$ cat config.mk
export PLATFORM = sky130hd
export DESIGN_NAME = meatsquare_spawner
export DESIGN_NICKNAME = d
export VERILOG_FILES = /design/src/rtl/meatsquare_spawner.sv
export SDC_FILE = /design/constraint.sdc
export NUM_CORES = 1
export LEC_CHECK = 0
export ABC_AREA = 1
export ABC_CLOCK_PERIOD_IN_PS = 3400
export BUFFER_PORTS_ARGS = -buffer_cell sky130_fd_sc_hd__buf_4
export CORE_MARGIN = 2
export CORE_UTILIZATION = 50
export CTS_CLUSTER_DIAMETER = 100
export DETAILED_ROUTE_END_ITERATION = 7
export PLACE_DENSITY = 0.7
export SETUP_SLACK_MARGIN = 0.5
export SKIP_CTS_REPAIR_TIMING = 1
export SLEW_MARGIN = 40
export SYNTH_ARGS = -nofsm -noshare
export SYNTH_HDL_FRONTEND = slang
export SYNTH_SLANG_ARGS = --single-unit
$ cat constraint.sdc
create_clock -name clock -period 3.4 [get_ports clock]
set_input_delay 0.17 -clock clock [delete_from_list [all_inputs] [get_ports clock]]
set_output_delay 0.17 -clock clock [all_outputs]
set_load 0.02 [all_outputs]
$ cat src/rtl/meatsquare_spawner.sv
// Falling-meatsquare object pool.
// On each accepted frame tick the FSM walks every slot once (UPDATE, one
// slot per cycle), then spends one cycle deciding whether to spawn a new
// object from the LFSR value (SPAWN), then returns to IDLE.
// Handshake: frame_tick is a one-cycle request that is taken only in IDLE
// with enable high; busy is the not-ready indication, and a tick that
// arrives while busy (or with enable low) is dropped, never queued.
// Optional build macro: SPAWNER_SCORE_EN adds saturating hits/misses counters.
module meatsquare_spawner #(
    parameter int SLOTS        = 4,
    parameter int FALL_STEP    = 1,
    parameter int Y_CATCH      = 110,
    parameter int Y_MAX        = 119,
    parameter int PLAYER_W     = 16,
    parameter int SPAWN_THRESH = 16,
    parameter int SPAWN_GAP    = 8,
    localparam int IW          = (SLOTS > 1) ? $clog2(SLOTS) : 1
) (
    input  logic          clock,
    input  logic          reset,
    input  logic          frame_tick,
    input  logic          enable,
    input  logic [6:0]    rand_in,
    input  logic [7:0]    player_x,
    input  logic [IW-1:0] rd_idx,
    output logic          rd_valid,
    output logic [7:0]    rd_x,
    output logic [6:0]    rd_y,
    output logic          hit_pulse,
    output logic          miss_pulse,
    output logic [3:0]    active_count,
    output logic          busy,
    output logic [1:0]    dbg_state
`ifdef SPAWNER_SCORE_EN
    ,
    output logic [7:0]    hits,
    output logic [7:0]    misses
`endif
);

    typedef enum logic [1:0] {
        S_IDLE   = 2'd0,
        S_UPDATE = 2'd1,
        S_SPAWN  = 2'd2
    } state_t;

    localparam logic [7:0]    LP_FALL    = 8'(FALL_STEP);
    localparam logic [7:0]    LP_Y_CATCH = 8'(Y_CATCH);
    localparam logic [7:0]    LP_Y_MAX   = 8'(Y_MAX);
    localparam logic [8:0]    LP_PW_M1   = 9'(PLAYER_W - 1);
    localparam logic [7:0]    LP_THRESH  = 8'(SPAWN_THRESH);
    localparam logic [7:0]    LP_GAP     = 8'(SPAWN_GAP);
    localparam logic [IW-1:0] LP_LAST    = IW'(SLOTS - 1);

    state_t          r_state;
    state_t          w_state_nxt;
    logic [IW-1:0]   r_idx;
    logic [SLOTS-1:0] r_active;
    logic [7:0]      r_x [SLOTS];
    logic [6:0]      r_y [SLOTS];
    logic [7:0]      r_gap;
    logic            r_rd_valid;
    logic [7:0]      r_rd_x;
    logic [6:0]      r_rd_y;
    logic [3:0]      r_count;

    logic            w_cur_act;
    logic [7:0]      w_cur_x;
    logic [6:0]      w_cur_y;
    logic [7:0]      w_ny;
    logic [8:0]      w_px_hi;
    logic            w_in_x;
    logic            w_catch;
    logic            w_miss;
    logic            w_free_found;
    logic [IW-1:0]   w_free_idx;
    logic            w_spawn;
    logic [3:0]      w_pop;

    // Decode of the slot currently being advanced.
    assign w_cur_act = r_active[r_idx];
    assign w_cur_x   = r_x[r_idx];
    assign w_cur_y   = r_y[r_idx];
    assign w_ny      = {1'b0, w_cur_y} + LP_FALL;
    assign w_px_hi   = {1'b0, player_x} + LP_PW_M1;
    assign w_in_x    = ({1'b0, w_cur_x} >= {1'b0, player_x}) && ({1'b0, w_cur_x} <= w_px_hi);
    assign w_catch   = (r_state == S_UPDATE) && w_cur_act &&
                       ({1'b0, w_cur_y} < LP_Y_CATCH) && (w_ny >= LP_Y_CATCH) && w_in_x;
    assign w_miss    = (r_state == S_UPDATE) && w_cur_act && !w_catch && (w_ny >= LP_Y_MAX);
    assign w_spawn   = (r_state == S_SPAWN) && (r_gap == 8'd0) &&
                       ({1'b0, rand_in} < LP_THRESH) && w_free_found;

    assign hit_pulse    = w_catch;
    assign miss_pulse   = w_miss;
    assign dbg_state    = r_state;
    assign rd_valid     = r_rd_valid;
    assign rd_x         = r_rd_x;
    assign rd_y         = r_rd_y;
    assign active_count = r_count;

    // Lowest-index free slot and population count of the active bits.
    always_comb begin
        w_free_found = 1'b0;
        w_free_idx   = '0;
        w_pop        = '0;
        for (int i = SLOTS - 1; i >= 0; i--) begin
            if (!r_active[i]) begin
                w_free_found = 1'b1;
                w_free_idx   = IW'(i);
            end
        end
        for (int i = 0; i < SLOTS; i++) begin
            w_pop = w_pop + 4'(r_active[i]);
        end
    end

    // FSM next-state and busy decode.
    always_comb begin
        w_state_nxt = r_state;
        busy        = 1'b0;
        case (r_state)
            S_IDLE: begin
                if (frame_tick && enable) begin
                    w_state_nxt = S_UPDATE;
                end
            end
            S_UPDATE: begin
                busy = 1'b1;
                if (r_idx == LP_LAST) begin
                    w_state_nxt = S_SPAWN;
                end
            end
            S_SPAWN: begin
                busy        = 1'b1;
                w_state_nxt = S_IDLE;
            end
            default: w_state_nxt = S_IDLE;
        endcase
    end

    // FSM state register and slot walk index.
    always_ff @(posedge clock or posedge reset) begin
        if (reset) begin
            r_state <= S_IDLE;
            r_idx   <= '0;
        end else begin
            r_state <= w_state_nxt;
            if (r_state == S_UPDATE) begin
                r_idx <= r_idx + 1'b1;
            end else begin
                r_idx <= '0;
            end
        end
    end

    // Slot pool: advance/retire in UPDATE, spawn and gap countdown in SPAWN.
    always_ff @(posedge clock or posedge reset) begin
        if (reset) begin
            r_active <= '0;
            r_gap    <= '0;
            for (int i = 0; i < SLOTS; i++) begin
                r_x[i] <= '0;
                r_y[i] <= '0;
            end
        end else if (r_state == S_UPDATE && w_cur_act) begin
            if (w_catch || w_miss) begin
                r_active[r_idx] <= 1'b0;
            end else begin
                r_y[r_idx] <= w_ny[6:0];
            end
        end else if (r_state == S_SPAWN) begin
            if (w_spawn) begin
                r_active[w_free_idx] <= 1'b1;
                r_x[w_free_idx]      <= {1'b0, rand_in} + 8'd16;
                r_y[w_free_idx]      <= '0;
                r_gap                <= LP_GAP;
            end else if (r_gap != 8'd0) begin
                r_gap <= r_gap - 8'd1;
            end
        end
    end

    // Registered renderer read port and population count.
    always_ff @(posedge clock or posedge reset) begin
        if (reset) begin
            r_rd_valid <= 1'b0;
            r_rd_x     <= '0;
            r_rd_y     <= '0;
            r_count    <= '0;
        end else begin
            r_rd_valid <= r_active[rd_idx];
            r_rd_x     <= r_x[rd_idx];
            r_rd_y     <= r_y[rd_idx];
            r_count    <= w_pop;
        end
    end

`ifdef SPAWNER_SCORE_EN
    logic [7:0] r_hits;
    logic [7:0] r_misses;

    assign hits   = r_hits;
    assign misses = r_misses;

    // Saturating catch and miss tallies.
    always_ff @(posedge clock or posedge reset) begin
        if (reset) begin
            r_hits   <= '0;
            r_misses <= '0;
        end else begin
            if (w_catch && r_hits != 8'hFF) begin
                r_hits <= r_hits + 8'd1;
            end
            if (w_miss && r_misses != 8'hFF) begin
                r_misses <= r_misses + 8'd1;
            end
        end
    end
`endif

endmodule
# Word level (Yosys, flattened, before mapping)
# Index checks and enable logic that the tools add are counted.
# W data, S select, Z words.
[classes]
magnitude_cmp = 16
n_bitwise = 9
reduce_logical = 29
eq_ne = 7
muxes = 51
add_sub_neg = 8
[ops]
columns = ["op", "count"]
rows = [
  ["$mux W28", 4],
  ["$mux W8", 7],
  ["$mux W7", 6],
  ["$bmux W8 S2", 2],
  ["$bwmux W32", 1],
  ["$and A28 B28 Y28", 1],
  ["$bmux W7 S2", 2],
  ["$bwmux W28", 1],
  ["$demux W7 S2", 2],
  ["$not A28 Y28", 1],
  ["$demux W8 S2", 1],
  ["$ge A8 B7 Y1 const B", 2],
  ["$mux W4", 4],
  ["$logic_and A1 B1 Y1", 15],
  ["$mux W2", 7],
  ["$reduce_and A3 Y1", 4],
  ["$add A8 B4 Y9 const B", 1],
  ["$ge A3 B3 Y1 const B", 3],
  ["$le A8 B9 Y1", 1],
  ["$lt A2 B3 Y1 const B", 3],
  ["$mux W1", 9],
  ["$not A2 Y3", 3],
  ["$add A7 B1 Y8 const B", 1],
  ["$add A7 B5 Y8 const B", 1],
  ["other kinds (29)", 38],
]
[totals]
output_inout_bits = 25
word_cells = 136
regBits = 96
input_bits = 21

# Longest topological paths before layout
# Gate-level depths: netlist (run 1).
[depth]
depth_word = 14
mapped_depth = 23
depth_no_buf = 20

# Least setup slack after synthesis (run 1)
# OpenSTA, ideal clock, no wires.
[synth_path]
path_type = "register to output"
from = "register r_idx[0]"
to = "output port miss_pulse"
t_arrival_ns = 2.760
required_time_ns = 3.230
path_slack_ns = 0.470
n_path_buf = 4
stages_incl_launch_ff = 17
path_cell_list = "dfrtp_1 > buf_6 > buf_6 > buf_2 > clkbuf_1 > o21ai_0 > o22ai_1 > ha_1 > nand2_1 > inv_1 > nand3_1 > nand3b_1 > a21oi_1 > nor2_1 > nand2_2 > inv_1 > nor3_1"
[synth_via]
elab_chain_cells = 11
elab_cells_between_ends = 23
classes_between = "1 x add/sub; 5 x order compare; 8 x mux; 1 x bitwise; 8 x reduce/logical"
[synth_lines]
columns = ["item", "line", "source"]
rows = [
  ["start, declared", "57", "logic [IW-1:0] r_idx;"],
  ["start signal, assigned", "149", "r_idx <= r_idx + 1'b1;"],
  ["$not A2 Y3 (not written as such)", "82, 83", ""],
  ["$bmux W7 S2", "83", "assign w_cur_y = r_y[r_idx];"],
  ["$mux W7 (not written as such) (2 in series)", "83", ""],
  ["$add A7 B1 Y8 or $lt A7 B7 Y1 (tied branches)", "84, 88", ""],
  ["$ge A8 B7 Y1 or $logic_and A1 B1 Y1 (tied branches)", "88, 87", ""],
  ["$logic_and A1 B1 Y1", "88", "({1'b0, w_cur_y} < LP_Y_CATCH) && (w_ny >= LP_Y_CATCH) && w_in_x;"],
  ["$logic_and A1 B1 Y1 (*)", "88", ""],
  ["net hit_pulse", "29", "output logic hit_pulse,"],
  ["$logic_not A1 Y1 (*)", "89", "assign w_miss = (r_state == S_UPDATE) && w_cur_act && !w_catch && (w_ny >= LP_Y_MAX);"],
  ["$logic_and A1 B1 Y1 (*) (2 in series)", "89", ""],
  ["end, declared", "30", "output logic miss_pulse,"],
]
# The timed path passes the listed nets; every way through them passes the cells marked *. The select of a mux whose other input is x is not followed.

# Final worst setup path (run 1)
[layout_path]
from = "register r_idx[0]"
to = "output port miss_pulse"
[layout_via]
elab_chain_cells = 11
elab_cells_between_ends = 23
classes_between = "1 x add/sub; 5 x order compare; 8 x mux; 1 x bitwise; 8 x reduce/logical"
[layout_lines]
columns = ["item", "line"]
rows = [
  ["$not A2 Y3 (not written as such)", "82, 83"],
  ["$bmux W7 S2", "83"],
  ["$mux W7 (not written as such) (2 in series)", "83"],
  ["$add A7 B1 Y8 or $lt A7 B7 Y1 (tied branches)", "84, 88"],
  ["$ge A8 B7 Y1 or $logic_and A1 B1 Y1 (tied branches)", "88, 87"],
  ["$logic_and A1 B1 Y1 (2 in series)", "88"],
  ["$logic_not A1 Y1", "89"],
  ["$logic_and A1 B1 Y1", "89"],
  ["$logic_and A1 B1 Y1 (*)", "89"],
]
# Every way passes the cells marked *; elsewhere a longest branch is shown, timed or not. The select of a mux whose other input is x is not followed.

==> results.py, run 1 <==
metrics = {
    "setup_path": {
        "critPathArrivalTime_ns": 2.81,
        "required_ns": 3.23,
        "ff2ff_path_depth": 17,
        "cp-start-kind": "register",
        "reg2reg_slack_ns": 0.57,
        "worst-setup-path-type": "reg2out",
        "timing.rr.start": "r_idx[0]",
        "end_kind": "primary output",
        "r2r-end": "r_y[12]",
        "cp_max_fo": 7,
    },
    "final_layout": {
        "syn_to_final_growth_pct": 21.5,
        "utilization_pct": 61.6,
        "final_nets": 911,
        "drive_gt1_share_pct": 20.3,
        "stdcell_count": 1008,
        "layout.cells.most_common": "nand2_1",
        "layout_common_cells": "nand2_1, dfrtp_1, o21ai_0",
        "diodes": 0,
        "fin_area_mm2": 0.00730,
    },
    "routing": {
        "drtIter0Drc": 850,
        "drc": 0,
        "routed_via_density": 5.99,
        "drt_first_pass_iters": 6,
        "wirelength_mm": 18.1,
        "wl_per_cell_um": 18.0,
        "ant_nets": 0,
        "dr_total_vias": 6036,
    },
    "sta": {
        "hold_viol": 0,
        "holdWs_ns": 0.135,
        "rsz0062_at_grt": "yes",
        "setup_viol": 0,
        "tightestPinTransition_ns": 0.796,
        "fin_ws_ns": 0.421,
        "max_slew_margin_pct": 46.6,
        "finalCriticalPeriod_ns": 2.98,
        "fin_skew_ns": 0.0121,
        "fmax_ghz": 0.336,
        "slew_viol_final": 0,
        "period_share_pct": 87.6,
        "fin_setup_tns_ns": 0,
    },
    "pwr": {
        "power.static_leakage_nw": 3.57,
        "power.density_mw_per_mm2": 711,
        "finalPower_mw": 5.19,
        "ir_drop_mv": 0.519,
    },
    "placed_design": {
        "place_area_mm2": 0.00647,
        "dp_slack_ns": 0.327,
        "io_buffer_count": 44,
        "detailedPlacementHpwl_mm": 12.4,
        "place.gp.congestion": 0.960,
        "dp_cells": 973,
    },
    "run": {
        "maxCapViolCount": 0,
    },
    "synthesis": {
        "syn_inst": 803,
        "yosysWarnings": 0,
        "synth_edf_count": 0,
        "ys_seq_area_share_pct": 39.6,
        "synth_nets": 858,
        "async_reset_ff_share_pct": 100,
        "syn_avg_cell_area_um2": 7.49,
        "yosys_register_bits": 95,
        "synthFlopType": "dfrtp_1",
        "synth_cell_types": 40,
        "syn_area_mm2": 0.00601,
    },
    "outcome": {
        "status": "complete, no violations",
    },
    "cts": {
        "cts_tree": "built",
        "clk_pin_slew_ns": 0.07,
        "cts-root-buf": "clkbuf_16",
        "worstSkewPairLatency_ns": 0.35,
        "cts_sinks": 95,
        "ctsLongestPathBuffers": 2,
        "numCtsBuffers": 9,
        "cts-htree-levels": 3,
    },
    "grt": {
        "grtUsageTotal_pct": 28.0,
        "grt_max_degree": 41,
        "grt_pass1_wl_mm": 28.6,
        "grt_antenna_before_repair": 0,
        "grt_pass1_vias": 5572,
        "overflow": 0,
    },
    "die": {
        "die_w_um": 114,
        "core_mm2": 0.0119,
        "ios": 46,
        "fp-row-count": 40,
        "die_height_um": 114,
        "dieArea_mm2": 0.0129,
        "start_util_pct": 50.7,
    },
    "min_path": {
        "hp-class": "in2reg",
        "worstHoldStart": "rand_in[0]",
        "hold_depth": 3,
        "worstHoldEndpoint": "r_x[0]",
    },
}
## logic make-up (layout without fill, tap and decap cells)
kind of cell / count (synthesis) / in the layout / share of synthesized area [%]
AO/OA/AOI/OAI: 178 / 178 / 16.2
adder cells (fa/ha/maj): 34 / 34 / 7.20
buffers and inverters: 103 / 161 / 7.33
other: 1 / 1 / 0.0624
AND/OR/NAND/NOR: 386 / 386 / 28.8
flip-flops: 95 / 95 / 39.6
XOR/XNOR: 6 / 6 / 0.874
## worst max path at each step
| stage | cells past startpoint | from | endpoint |
|---|---|---|---|
| after detailed placement | 17 | r_idx[1] | r_y[12] |
| after global placement | 17 | r_idx[1] | r_y[7] |
| after CTS | 14 | r_idx[1] | miss_pulse |
| final | 14 | r_idx[0] | miss_pulse |
| after global routing | 14 | r_idx[0] | miss_pulse |
| after floorplan | 19 | r_idx[0] | r_y[10] |
## synth_stat cells (all sizes together), types with 2 or more instances
library cell / number / area share [%]
a21o: 2 / 0.25
o22ai: 37 / 3.9
buf: 19 / 2.0
nand2: 209 / 14
ha: 33 / 6.9
dfrtp: 95 / 40
a31oi: 2 / 0.21
or2: 9 / 0.98
xor2: 5 / 0.73
inv: 64 / 4.0
nand3b: 3 / 0.37
nor3: 5 / 0.42
o32ai: 2 / 0.29
nand4: 33 / 3.4
nor2: 80 / 5.2
a21oi: 21 / 1.9
clkbuf: 20 / 1.2
o21ai: 110 / 9.2
nand3: 46 / 4.7
## state kept, by name, indices dropped and copies added (netlist names)
register	flops
dbg_state	2
r_active	4
r_x	32
active_count	3
rd_y	7
r_idx	2
rd_valid	1
r_gap	8
rd_x	8
r_y	28
## routing by layer
| layer | vias up | global-route usage [%] | wire length (µm) | share of wire, % |
|---|---|---|---|---|
| met2 | 303 | 43.5 | 8330 | 46 |
| met1 | 2865 | 39.6 | 7640 | 42 |
| met5 | - | 0 | 0 | 0 |
| met3 | 45 | 4.84 | 1660 | 9.2 |
| li1 | 2823 | - | - | - |
| met4 | 0 | 10.2 | 467 | 2.6 |
## report_power, final
group | total (mW) | switching [mW] | internal, mW
Sequential | 1.42 | 0.156 | 1.26
Clock | 1.04 | 0.458 | 0.578
Combinational | 2.73 | 1.68 | 1.05
Total | 5.19 | 2.30 | 2.89
## cell type report
class                           count  area (µm²)
Fill cell                        1031        4560
Multi-Input combinational cell    605        3470
Sequential cell                    95        2380
Timing Repair Buffer               80         697
Inverter                           64         262
Clock buffer                       11         233
Tap cell                          147         184
Clock inverter                      5        63.8
Timing Repair inverter              1        11.3
## worst max-delay path, cell delays in order (launching register included)
cell and delay, ns:
dfrtp_4 0.58, buf_12 0.17, o21ai_4 0.06, o22ai_4 0.27
ha_4 0.26, a21o_1 0.15, a31oi_1 0.15, nor2_1 0.07
nor2_1 0.13, a21oi_2 0.07, nor2_2 0.15, nand2_2 0.10
inv_2 0.09, nor3_2 0.04, buf_4 0.16
Power figures use the tool's default switching activity.
==> run 2: changes to the inputs <==
--- a/config.mk
+++ b/config.mk
@@ -6,14 +6,13 @@
 export NUM_CORES = 1
 export LEC_CHECK = 0
 export ABC_AREA = 1
-export ABC_CLOCK_PERIOD_IN_PS = 3400
+export ABC_CLOCK_PERIOD_IN_PS = 3500
 export BUFFER_PORTS_ARGS = -buffer_cell sky130_fd_sc_hd__buf_4
 export CORE_MARGIN = 2
 export CORE_UTILIZATION = 50
 export CTS_CLUSTER_DIAMETER = 100
 export DETAILED_ROUTE_END_ITERATION = 7
 export PLACE_DENSITY = 0.7
-export SETUP_SLACK_MARGIN = 0.5
 export SKIP_CTS_REPAIR_TIMING = 1
 export SLEW_MARGIN = 40
 export SYNTH_ARGS = -nofsm -noshare
==> constraint.sdc (replaced) <==
create_clock -name clock -period 3.5 [get_ports clock]
set_input_delay 0.175 -clock clock [delete_from_list [all_inputs] [get_ports clock]]
set_output_delay 0.175 -clock clock [all_outputs]
set_load 0.02 [all_outputs]
==> results.py, run 2 (synthesis results as in run 1) <==
metrics = {
    "grt": {
        "grt.busiest_layer": "met2",
        "met2_usage_pct": 40.1,
        "overflow": 0,
        "grt_max_degree": 43,
        "grt_pass1_vias": 5461,
        "grt_pass1_wl_mm": 27.8,
        "grtUsageTotal_pct": 27.6,
        "grt_antenna_before_repair": 0,
        "use_met3_pct": 6.96,
        "use_met1_pct": 39.8,
    },
    "setup_path": {
        "path_common_cell": "nand2_1",
        "critPathArrivalTime_ns": 3.47,
        "r2r-end": "r_y[1]",
        "cp_slowest_cell": "dfrtp_1",
        "worst-setup-path-type": "reg2reg",
        "end_kind": "register",
        "worst_path_largest_cell_delay_ns": 0.39,
        "reg2reg_slack_ns": 0.28,
        "cp-start-kind": "register",
        "ff2ff_path_depth": 17,
        "timing.rr.start": "r_idx[1]",
        "crit_chain": "inv_2, o21ai_0, o22ai_1, ha_1, a21oi_1, o21ai_0, nand2_1, o2111ai_1, nand2_1, nor2_1, nand2_2, nand3_4, nand2_4, buf_4, nand3_4, nand2_1, nand2_1",
        "critPathLaunch": "r_idx[1]",
        "cp_max_fo": 22,
        "required_ns": 3.74,
    },
    "sta": {
        "fin_setup_tns_ns": 0,
        "period_share_pct": 92.1,
        "fmax_ghz": 0.310,
        "rsz0062_at_grt": "no",
        "fin_skew_ns": 0.0103,
        "max_slew_margin_pct": 47.7,
        "hold_viol": 0,
        "finalCriticalPeriod_ns": 3.22,
        "tightestPinTransition_ns": 0.779,
        "setup_viol": 0,
        "fin_ws_ns": 0.277,
        "slew_viol_final": 0,
    },
    "final_layout": {
        "drive_gt1_share_pct": 12.4,
        "top_regs": "r_x (32), r_y (28)",
        "regMostFlops": "r_x",
        "largest_reg_flops": 32,
        "layout_common_cells": "nand2_1, o21ai_0, dfrtp_1",
        "multiInputGateArea_mm2": 0.00319,
        "layout.area.seq_mm2": 0.00238,
        "syn_to_final_growth_pct": 11.3,
        "fill_cells": 1119,
        "final_nets": 885,
        "layout.cells.most_common": "nand2_1",
        "diodes": 0,
        "fin_area_mm2": 0.00669,
    },
    "die": {
        "die_w_um": 114,
        "start_util_pct": 50.7,
        "fp-row-count": 40,
        "ios": 46,
        "core_mm2": 0.0119,
        "dieArea_mm2": 0.0129,
        "die_height_um": 114,
    },
    "placed_design": {
        "dp_slack_ns": 0.338,
        "place_area_mm2": 0.00640,
        "place.gp.congestion": 1.02,
        "io_buffer_count": 44,
        "detailedPlacementHpwl_mm": 12.3,
    },
    "routing": {
        "drc": 0,
        "drtIter0Drc": 851,
        "ant_nets": 0,
        "routed_via_density": 6.01,
        "dr_total_vias": 5891,
        "wirelength_mm": 17.2,
        "wl_per_cell_um": 17.5,
        "drt_first_pass_iters": 6,
    },
    "cts": {
        "clk_pin_slew_ns": 0.07,
        "numCtsBuffers": 9,
        "cts-root-buf": "clkbuf_16",
        "cts-htree-levels": 3,
        "cts_tree": "built",
        "worstSkewPairLatency_ns": 0.36,
        "cts_sinks": 95,
        "ctsLongestPathBuffers": 2,
    },
    "pwr": {
        "p_int_mw": 2.33,
        "clkPwrFrac_pct": 21.9,
        "power.static_leakage_nw": 3.37,
        "switchingPower_mw": 1.92,
        "pwr-share-comb_pct": 46.4,
        "finalPower_mw": 4.25,
        "power_frac_seq_pct": 31.7,
        "ir_drop_mv": 0.574,
        "power.density_mw_per_mm2": 636,
        "switching_share_pct": 45.1,
    },
    "min_path": {
        "hp-class": "in2reg",
        "hold_depth": 3,
        "worstHoldEndpoint": "r_x[27]",
        "worstHoldStart": "rand_in[3]",
    },
    "run": {
        "maxCapViolCount": 0,
    },
    "outcome": {
        "status": "complete, no violations",
    },
}
[run 2: cell count changes in the layout (fill, tap and decap cells not counted), moves of 5 or more]
cell,before,now
o21ai_0,91,106
o21ai_1,10,4
nor2_2,7,0
o21ai_2,5,0
nor2_1,69,78
o22ai_2,5,0
o22ai_1,30,37
ha_1,28,33
buf_4,72,54
[run 2: worst max path at each step]
stage | endpoint | slack, ns | depth (start not counted)
4_1_cts | miss_pulse | 0.30 | 14
6_report | r_y[1] | 0.28 | 17
3_5_place_dp | r_y[1] | 0.34 | 17
5_1_grt | r_y[1] | 0.06 | 20
2_1_floorplan | miss_pulse | 0.56 | 16
3_3_place_gp | r_y[22] | 0.44 | 16
[run 2: through the flow]
stage / instances / hold slack, ns / util (%)
after detailed placement: 965 / 0.261 / 54.0
after floorplan: 803 / 0.341 / -
after global placement: 965 / 0.250 / 54.0
final: 981 / 0.121 / 56.4
after global routing: 981 / 0.150 / 56.4
after CTS: 980 / -0.122 / 56.3
[run 2: power groups by stage]
stage | sequential, mW | combinational (mW) | clock, mW
final | 1.35 | 1.97 | 0.930
after global routing | 1.36 | 2.17 | 0.990
after CTS | 1.34 | 1.93 | 0.948
after detailed placement | 1.36 | 1.93 | 0
after global placement | 1.36 | 1.88 | 0
after floorplan | 1.36 | 1.41 | 0
[run 2: layer usage]
| metal | share of wire (%) | up-vias |
|---|---|---|
| met4 | 2.4 | 0 |
| met2 | 43 | 325 |
| met3 | 9.5 | 46 |
| met1 | 45 | 2767 |
| li1 | - | 2753 |
| met5 | 0 | - |
[run 2: layout make-up]
type / count / share of cell area, %
inverter: 64 / 3.67
clock buffer: 11 / 3.63
clock inverter: 4 / 0.449
multi-input combinational: 605 / 47.7
sequential: 95 / 35.5
timing repair buffer: 55 / 6.21
tap: 147 / 2.75
[run 2: critical path, delay by kind of cell (launching register included)]
family | cells | cell delay (ns)
AND/OR/NAND/NOR | 9 | 0.92
AO/OA/AOI/OAI | 5 | 0.87
buffers and inverters | 2 | 0.60
flip-flops | 1 | 0.39
adder cells (fa/ha/maj) | 1 | 0.32
